## src/rtl/sreg_wb_arbiter.sv

```systemverilog
// Scalar register-file writeback arbiter with round-robin grant
// and a pending-write (RAW) scoreboard for decode stall logic.
module sreg_wb_arbiter #(
    parameter int NUM_REQ    = 3,
    parameter int DATA_WIDTH = 32,
    parameter int ADDR_WIDTH = 5
) (
    input  logic                             clk,
    input  logic                             rst,
    input  logic [NUM_REQ-1:0]               req_valid_i,
    output logic [NUM_REQ-1:0]               req_ready_o,
    input  logic [NUM_REQ*ADDR_WIDTH-1:0]    req_rd_addr_i,
    input  logic [NUM_REQ*DATA_WIDTH-1:0]    req_rd_data_i,
    output logic [ADDR_WIDTH-1:0]            rd_addr_o,
    output logic [DATA_WIDTH-1:0]            rd_data_o,
    output logic                             reg_write_en_o,
    input  logic                             busy_set_i,
    input  logic [ADDR_WIDTH-1:0]            busy_set_addr_i,
    input  logic [ADDR_WIDTH-1:0]            rs1_addr_i,
    input  logic [ADDR_WIDTH-1:0]            rs2_addr_i,
    output logic                             rs1_busy_o,
    output logic                             rs2_busy_o,
    output logic [(1<<ADDR_WIDTH)-1:0]       busy_vec_o
);

    localparam int PTR_W = $clog2(NUM_REQ);
    localparam int NREG  = 1 << ADDR_WIDTH;

    logic [PTR_W-1:0]      r_ptr;
    logic [ADDR_WIDTH-1:0] r_rd_addr;
    logic [DATA_WIDTH-1:0] r_rd_data;
    logic                  r_wen;
    logic [NREG-1:0]       r_busy;

    logic [NUM_REQ-1:0]    w_grant;
    logic [PTR_W-1:0]      w_gidx;
    logic                  w_any;
    int                    w_idx;
    logic [PTR_W-1:0]      w_ptr_nxt;
    logic [ADDR_WIDTH-1:0] w_win_addr;
    logic [DATA_WIDTH-1:0] w_win_data;
    logic [NREG-1:0]       w_busy_nxt;

    // First valid requester at or after the pointer, wrapping.
    always_comb begin
        w_any  = 1'b0;
        w_gidx = '0;
        w_idx  = 0;
        for (int k = 0; k < NUM_REQ; k++) begin
            w_idx = int'(r_ptr) + k;
            if (w_idx >= NUM_REQ) begin
                w_idx = w_idx - NUM_REQ;
            end
            if (!w_any && req_valid_i[w_idx]) begin
                w_any  = 1'b1;
                w_gidx = PTR_W'(w_idx);
            end
        end
    end

    always_comb begin
        w_grant = '0;
        if (w_any) begin
            w_grant[w_gidx] = 1'b1;
        end
    end

    assign w_win_addr = req_rd_addr_i[w_gidx*ADDR_WIDTH +: ADDR_WIDTH];
    assign w_win_data = req_rd_data_i[w_gidx*DATA_WIDTH +: DATA_WIDTH];

    assign w_ptr_nxt = (w_gidx == PTR_W'(NUM_REQ-1)) ? '0
                                                     : w_gidx + 1'b1;

    assign req_ready_o = rst ? '0 : w_grant;

    always_ff @(posedge clk or posedge rst) begin
        if (rst) begin
            r_ptr <= '0;
        end else if (w_any) begin
            r_ptr <= w_ptr_nxt;
        end
    end

    // rd=0 grants are consumed but never raise the write enable.
    always_ff @(posedge clk or posedge rst) begin
        if (rst) begin
            r_wen     <= 1'b0;
            r_rd_addr <= '0;
            r_rd_data <= '0;
        end else begin
            r_wen <= w_any && (w_win_addr != '0);
            if (w_any) begin
                r_rd_addr <= w_win_addr;
                r_rd_data <= w_win_data;
            end
        end
    end

    assign rd_addr_o      = r_rd_addr;
    assign rd_data_o      = r_rd_data;
    assign reg_write_en_o = r_wen;

    // Set is applied after clear so a same-cycle set wins.
    always_comb begin
        w_busy_nxt = r_busy;
        if (r_wen) begin
            w_busy_nxt[r_rd_addr] = 1'b0;
        end
        if (busy_set_i) begin
            w_busy_nxt[busy_set_addr_i] = 1'b1;
        end
        w_busy_nxt[0] = 1'b0;
    end

    always_ff @(posedge clk or posedge rst) begin
        if (rst) begin
            r_busy <= '0;
        end else begin
            r_busy <= w_busy_nxt;
        end
    end

    assign rs1_busy_o = r_busy[rs1_addr_i];
    assign rs2_busy_o = r_busy[rs2_addr_i];
    assign busy_vec_o = r_busy;

endmodule

```

## config.mk

```make
export PLATFORM = sky130hd
export DESIGN_NAME = sreg_wb_arbiter
export DESIGN_NICKNAME = d
export VERILOG_FILES = /design/src/rtl/sreg_wb_arbiter.sv
export SDC_FILE = /design/constraint.sdc
export NUM_CORES = 1
export LEC_CHECK = 0
export BUFFER_PORTS_ARGS = -buffer_cell sky130_fd_sc_hd__buf_4
export CAP_MARGIN = 0
export CELL_PAD_IN_SITES_DETAIL_PLACEMENT = 2
export CELL_PAD_IN_SITES_GLOBAL_PLACEMENT = 2
export CORE_MARGIN = 2
export CORE_UTILIZATION = 24
export DETAILED_ROUTE_END_ITERATION = 7
export PLACE_DENSITY = 0.88
export SLEW_MARGIN = 15
export SYNTH_ARGS = -nofsm -noshare
export SYNTH_HDL_FRONTEND = slang
export SYNTH_SLANG_ARGS = --single-unit
```

## constraint.sdc

```tcl
create_clock -name clk -period 2.2 [get_ports clk]
set_clock_uncertainty 0.15 [all_clocks]
set_input_delay 0.11 -clock clk [delete_from_list [all_inputs] [get_ports clk]]
set_output_delay 0.11 -clock clk [all_outputs]
set_load 0.05 [all_outputs]
```

# == Word-level counts from Yosys, hierarchy flattened ==
# Index checks and enable logic that the tools add are counted.
# word_totals
reg_bits,71
# op_classes
add_sub_neg,6
mul,1
n_lt_le_gt_ge,14
eq_ne,1
n_shift,2
mux,33
n_bitwise,3
n_reduce_logical,9
# op_table
operator,n
$mux 32,5
$lt 32x4->1 const B,3
$shiftx 96x8->32,1
$and 32x32->32,1
$not 32->32,1
$or 32x32->32,1
$lt 5x6->1 const B,4
$shiftx 15x6->5,1
$mux 1,14
$bmux 1 s5,2
$demux 1 s5,2
$ge 5x1->1 const B,2
$mux 2,4
$sub 3x2->4 const B,2
$bmux 1 s2,3
$ge 3x2->1 const B,2
$logic_and 1x1->1,6
$mux 3,2
$mul 2x3->5 const B,1
$reduce_bool 5->1,1
$add 2x1->3 const B,1
$add 2x2->3 const B,1
$lt 2x3->1 const B,1
$sub 2x2->3 const B,1
other kinds (6),7

# == Depth between registers and ports, before layout ==
# depth
depth_word,18
depth_mapped,11
depth_no_buf,8

# == Worst setup path after synthesis ==
# Ideal clock, no wire load.
# synth_path
path_kind,reg-to-output
from,register r_ptr[1]
to,output port req_ready_o[0]
arrival_ps,3399
required_time_ps,1940
setup_slack_ps,-1459
path_stages_with_launch,9
path_cell_list,dfrtp_1 > inv_1 > ha_1 > mux2i_2 > o21ai_4 > o31ai_2 > a21oi_2 > buf_2 > nor4_1
# synth_via
elab_chain_len,18
# synth_rtl
item,line,source
from (decl),29,logic [PTR_W-1:0] r_ptr;
from (signal assigned),80,r_ptr <= w_ptr_nxt;
branches (longest 16 deep; another with $sub 3x2->4),n/a,
$mux 3 (*),63,if (w_any) begin
$mux 3 (*),74,assign req_ready_o = rst ? '0 : w_grant;
to (decl),11,"output logic [NUM_REQ-1:0] req_ready_o,"
# Mark *: on every way between the ends. The select of a mux whose other input is x is not followed.

# == Final worst setup path ==
# layout_path
from,register r_ptr[0]
to,output port req_ready_o[1]
# Same word-level chain as after synthesis.

==> out/metrics.csv <==
stage;metric;value;unit
power_and_ir_drop;Clk network pwr share;7.9;%
clock_network;CTS buffer count;9;
worst_setup_path;R2R Setup Slk;-0.63;ns
power_and_ir_drop;Internal;0.00930;W
detailed_routing;DRT antenna net count;0;
sta;worst hold slack;0.0177;ns
yosys;Synth Register Bits;71;
grt;gr usage total;28.5;%
detailed_routing;Wirelength per Cell;30.6;µm
worst_setup_path;Worst Path Max Fanout;5;
power_and_ir_drop;Comb pwr share;77.3;%
yosys;Synth Area in XOR/XNOR;0;%
clock_network;clock tree buffer depth;2;
die;die area;19900;µm²
die;Die Span X;141;µm
power_and_ir_drop;Psw;0.0103;W
worst_setup_path;CP Capture Type;primary output;
clock_network;Reg clk slew, reported paths;0.07;ns
power_and_ir_drop;Leakage;3.80;nW
min_path;Worst Hold Path Cells;3;
grt;met1 track demand over resource;31.6;%
yosys;Avg Cell Area, Syn;9.69;µm²
min_path;worst hold path class;input pin to register;
final_layout;Final Util;48.8;%
yosys;Netlist cell types;53;
worst_setup_path;WP data arrival;2.59;ns
final_layout;fillers;1816;
grt;Congestion Overflow GR;0;
sta;final worst setup slack;-0.645;ns
detailed_routing;DRT iter0 DRCs;339;
die;Ports;207;
worst_setup_path;reg2reg path depth;11;
sta;Worst slew margin;53.4;%
yosys;Post-synth ARST share;100;%
placement;Post-DP HPWL;16300;µm
power_and_ir_drop;PD cells;2160;nW/µm²
detailed_routing;vias;5836;
final_layout;area taken by multi-input logic gates;3400;µm²
worst_setup_path;Worst setup SP type;register;
sta;min Tclk post-route;2.85;ns
final_layout;post-route cell area;9070;µm²
placement;routability cong.;0.915;
worst_setup_path;reg2reg end;rd_data_o[22]$_DFFE_PP0N_;
yosys;sequential area share after synthesis;39.4;%
worst_setup_path;Crit Path Category;register to primary output;
sta;Max Slew Vio Count;0;
power_and_ir_drop;Sw Share;52.6;%
final_layout;share of cells above drive strength 1;56.5;%
die;Initial Utilization;24.3;%
placement;Port Buffer Count;205;
sta;Worst Tran Pin Value;0.698;ns
sta;RSZ-0062 raised after global routing;true;
worst_setup_path;Reg2Reg Launch Point;r_ptr[0]$_DFFE_PP0N_;
run_status;failing checks;negative setup slack;
yosys;mapped cell area;4510;µm²
flow_run;Max Cap Viol;0;
worst_setup_path;CP Data Required Time;1.94;ns
yosys;ranking of synthesized cells by area;dfrtp_1, mux4_2, o21ai_0;
yosys;Simple-Gate Fraction of Synth Area;17.3;%
clock_network;Clock Latency Late Sink;0.35;ns
min_path;hold_sp;busy_set_addr_i[4];
final_layout;Final #Nets;937;
clock_network;CTS tree;built;
yosys;cell count after synthesis;465;
grt;largest net degree at the start of global routing;48;
die;Die H;141;µm
clock_network;clock root buffer;clkbuf_16;
grt;vias in the first global route;6638;
yosys;Mapped Nets;601;
detailed_routing;drc violations;0;
power_and_ir_drop;Final Power;0.0196;W
yosys;library cell with the largest summed area after synthesis;dfrtp_1;
grt;grt met2 use;54.7;%
yosys;EDFF count, synth;0;
clock_network;htree depth;3;
yosys;post-synthesis mux area share;12.5;%
power_and_ir_drop;sequential cell fraction of total power;14.8;%
detailed_routing;router iterations before antenna repair;5;
die;core area;18600;µm²
grt;first-pass GRT wire length;42500;µm
final_layout;area added between synthesis and finish;101;%
grt;Most Crowded Layer GR;met2;
grt;initial antenna violation count;2;
yosys;largest family of logic cells by synthesized area;compound AO/OA/AOI/OAI gates;
clock_network;clock sinks;71;
yosys;predominant post-synthesis flop cell;dfrtp_1;
power_and_ir_drop;Max VDD drop;0.000980;V
detailed_routing;drt via density;5.60;
final_layout;Sequential Area;1780;µm²
sta;endpoints failing setup;45;
yosys;Synth Area in Compound Gates;24.3;%
yosys;post-synth top area share;39.4;%
yosys;Yosys Warn Count;0;
sta;fmax;351;MHz
detailed_routing;routed wire length;31800;µm
sta;Hold Violations, Final;0;
die;row count;50;
placement;DP Area;6690;µm²
sta;Tcrit/Tclk final;129;%
min_path;endpoint of the worst hold path;busy_vec_o[18]$_DFF_PP0_;
yosys;Post-Synth Adder-Cell Area;1.11;%
grt;grt met3 use;5.03;%
run_status;status;finished, violations left;
power groups by stage:
stage | combinational (W) | sequential, W | clock [W]
4_1_cts | 0.0125 | 0.00277 | 0.00152
6_report | 0.0152 | 0.00291 | 0.00154
3_5_place_dp | 0.00990 | 0.00279 | 0
3_3_place_gp | 0.00945 | 0.00269 | 0
5_1_grt | 0.0156 | 0.00298 | 0.00162
2_1_floorplan | 0.00449 | 0.00475 | 0
cells by family after synthesis:
family                   Yosys count
buffers and inverters             41
other                              1
AO/OA/AOI/OAI                    164
adder cells (fa/ha/maj)            4
multiplexers                      33
AND/OR/NAND/NOR                  151
flip-flops                        71
worst max-delay path: stages (launching register included):
cell and delay [ns]:
dfrtp_1 0.42, buf_6 0.15, ha_4 0.17, nand3b_1 0.32
o21ai_4 0.21, buf_6 0.20, nor3_4 0.06, o21ai_2 0.14
o21ai_2 0.12, nor3_4 0.24, buf_6 0.19
state kept, by name, summed over array words and instances, names as in the netlist:
register	count
busy_vec_o	31
rd_addr_o	5
reg_write_en_o	1
r_ptr	2
rd_data_o	32
metrics by stage:
stage | setup WS, ns | instances | TNS, ns
global route | -0.679 | 1042 | -25.60
detailed placement | -0.449 | 912 | -12.50
CTS | -0.463 | 1031 | -13.73
finish | -0.645 | 1042 | -23.75
floorplan | -0.482 | 465 | -6.03
global placement | -0.353 | 912 | -8.13
Yosys cell counts, types with 4 or more instances:
| library cell | instances |
|---|---|
| dfrtp_1 | 71 |
| o21ai_0 | 71 |
| nand2_1 | 39 |
| nor2_1 | 38 |
| and3_1 | 37 |
| a211oi_1 | 30 |
| o31ai_1 | 28 |
| mux4_2 | 18 |
| clkbuf_1 | 17 |
| nand3b_1 | 12 |
| mux2i_1 | 10 |
| buf_2 | 9 |
| a32oi_1 | 8 |
| o21ai_1 | 8 |
| or3b_2 | 5 |
| buf_6 | 4 |
| ha_1 | 4 |
| mux2_2 | 4 |
| nand3_1 | 4 |
layout make-up:
class | instances | share of cell area, %
multi-input cells | 353 | 37.5
inverters | 3 | 0.152
flip-flops and latches | 71 | 19.7
repair buffers | 363 | 36.3
diodes | 2 | 0.0552
well taps | 234 | 3.23
clock inverters | 6 | 0.676
clock buffers | 10 | 2.53
worst max path at each step:
stage,from,endpoint,slack [ns]
detailed placement,r_ptr[1]$_DFFE_PP0N_,rd_data_o[18]$_DFFE_PP0N_,-0.45
global route,r_ptr[0]$_DFFE_PP0N_,req_ready_o[1],-0.68
CTS,r_ptr[0]$_DFFE_PP0N_,req_ready_o[1],-0.46
finish,r_ptr[0]$_DFFE_PP0N_,req_ready_o[1],-0.65
global placement,r_ptr[0]$_DFFE_PP0N_,rd_data_o[18]$_DFFE_PP0N_,-0.35
floorplan,r_ptr[0]$_DFFE_PP0N_,req_ready_o[0],-0.48
what timing repair did:
item	4_1_cts	5_1_grt
cloned	5	0
setup endpoints to repair	45	45
hold buffers	67	4
setup buffers	33	11
endpoints found under the hold margin	61	4
pin swaps	40	33
gates resized for setup	103	107
routing by layer:
metal / share of wire (%) / up-vias
met1: 38 / 3037
met2: 53 / 306
met5: 0 / -
met4: 3.1 / 0
met3: 6.0 / 71
li1: - / 2422
layout by cell type (no fill, tap or decap), types with 4 or more instances in the layout:
| cell type | instances |
|---|---|
| nor2_1 | 23 |
| buf_4 | 247 |
| a211oi_2 | 5 |
| o21ai_2 | 8 |
| dlygate4sd3_1 | 71 |
| mux4_2 | 18 |
| and3_1 | 34 |
| mux2i_4 | 7 |
| nand3b_1 | 12 |
| a32oi_1 | 5 |
| buf_12 | 16 |
| o31ai_1 | 7 |
| buf_6 | 19 |
| dfrtp_2 | 4 |
| nor2_4 | 9 |
| dfrtp_1 | 67 |
| o31ai_2 | 18 |
| or3b_2 | 5 |
| nand3_1 | 4 |
| buf_8 | 7 |
| o31ai_4 | 5 |
| nor2_2 | 6 |
| a211oi_4 | 23 |
| clkbuf_16 | 9 |
| o21ai_1 | 5 |
| o21ai_0 | 66 |
| nand2_1 | 36 |
Power figures use the tool's default switching activity.
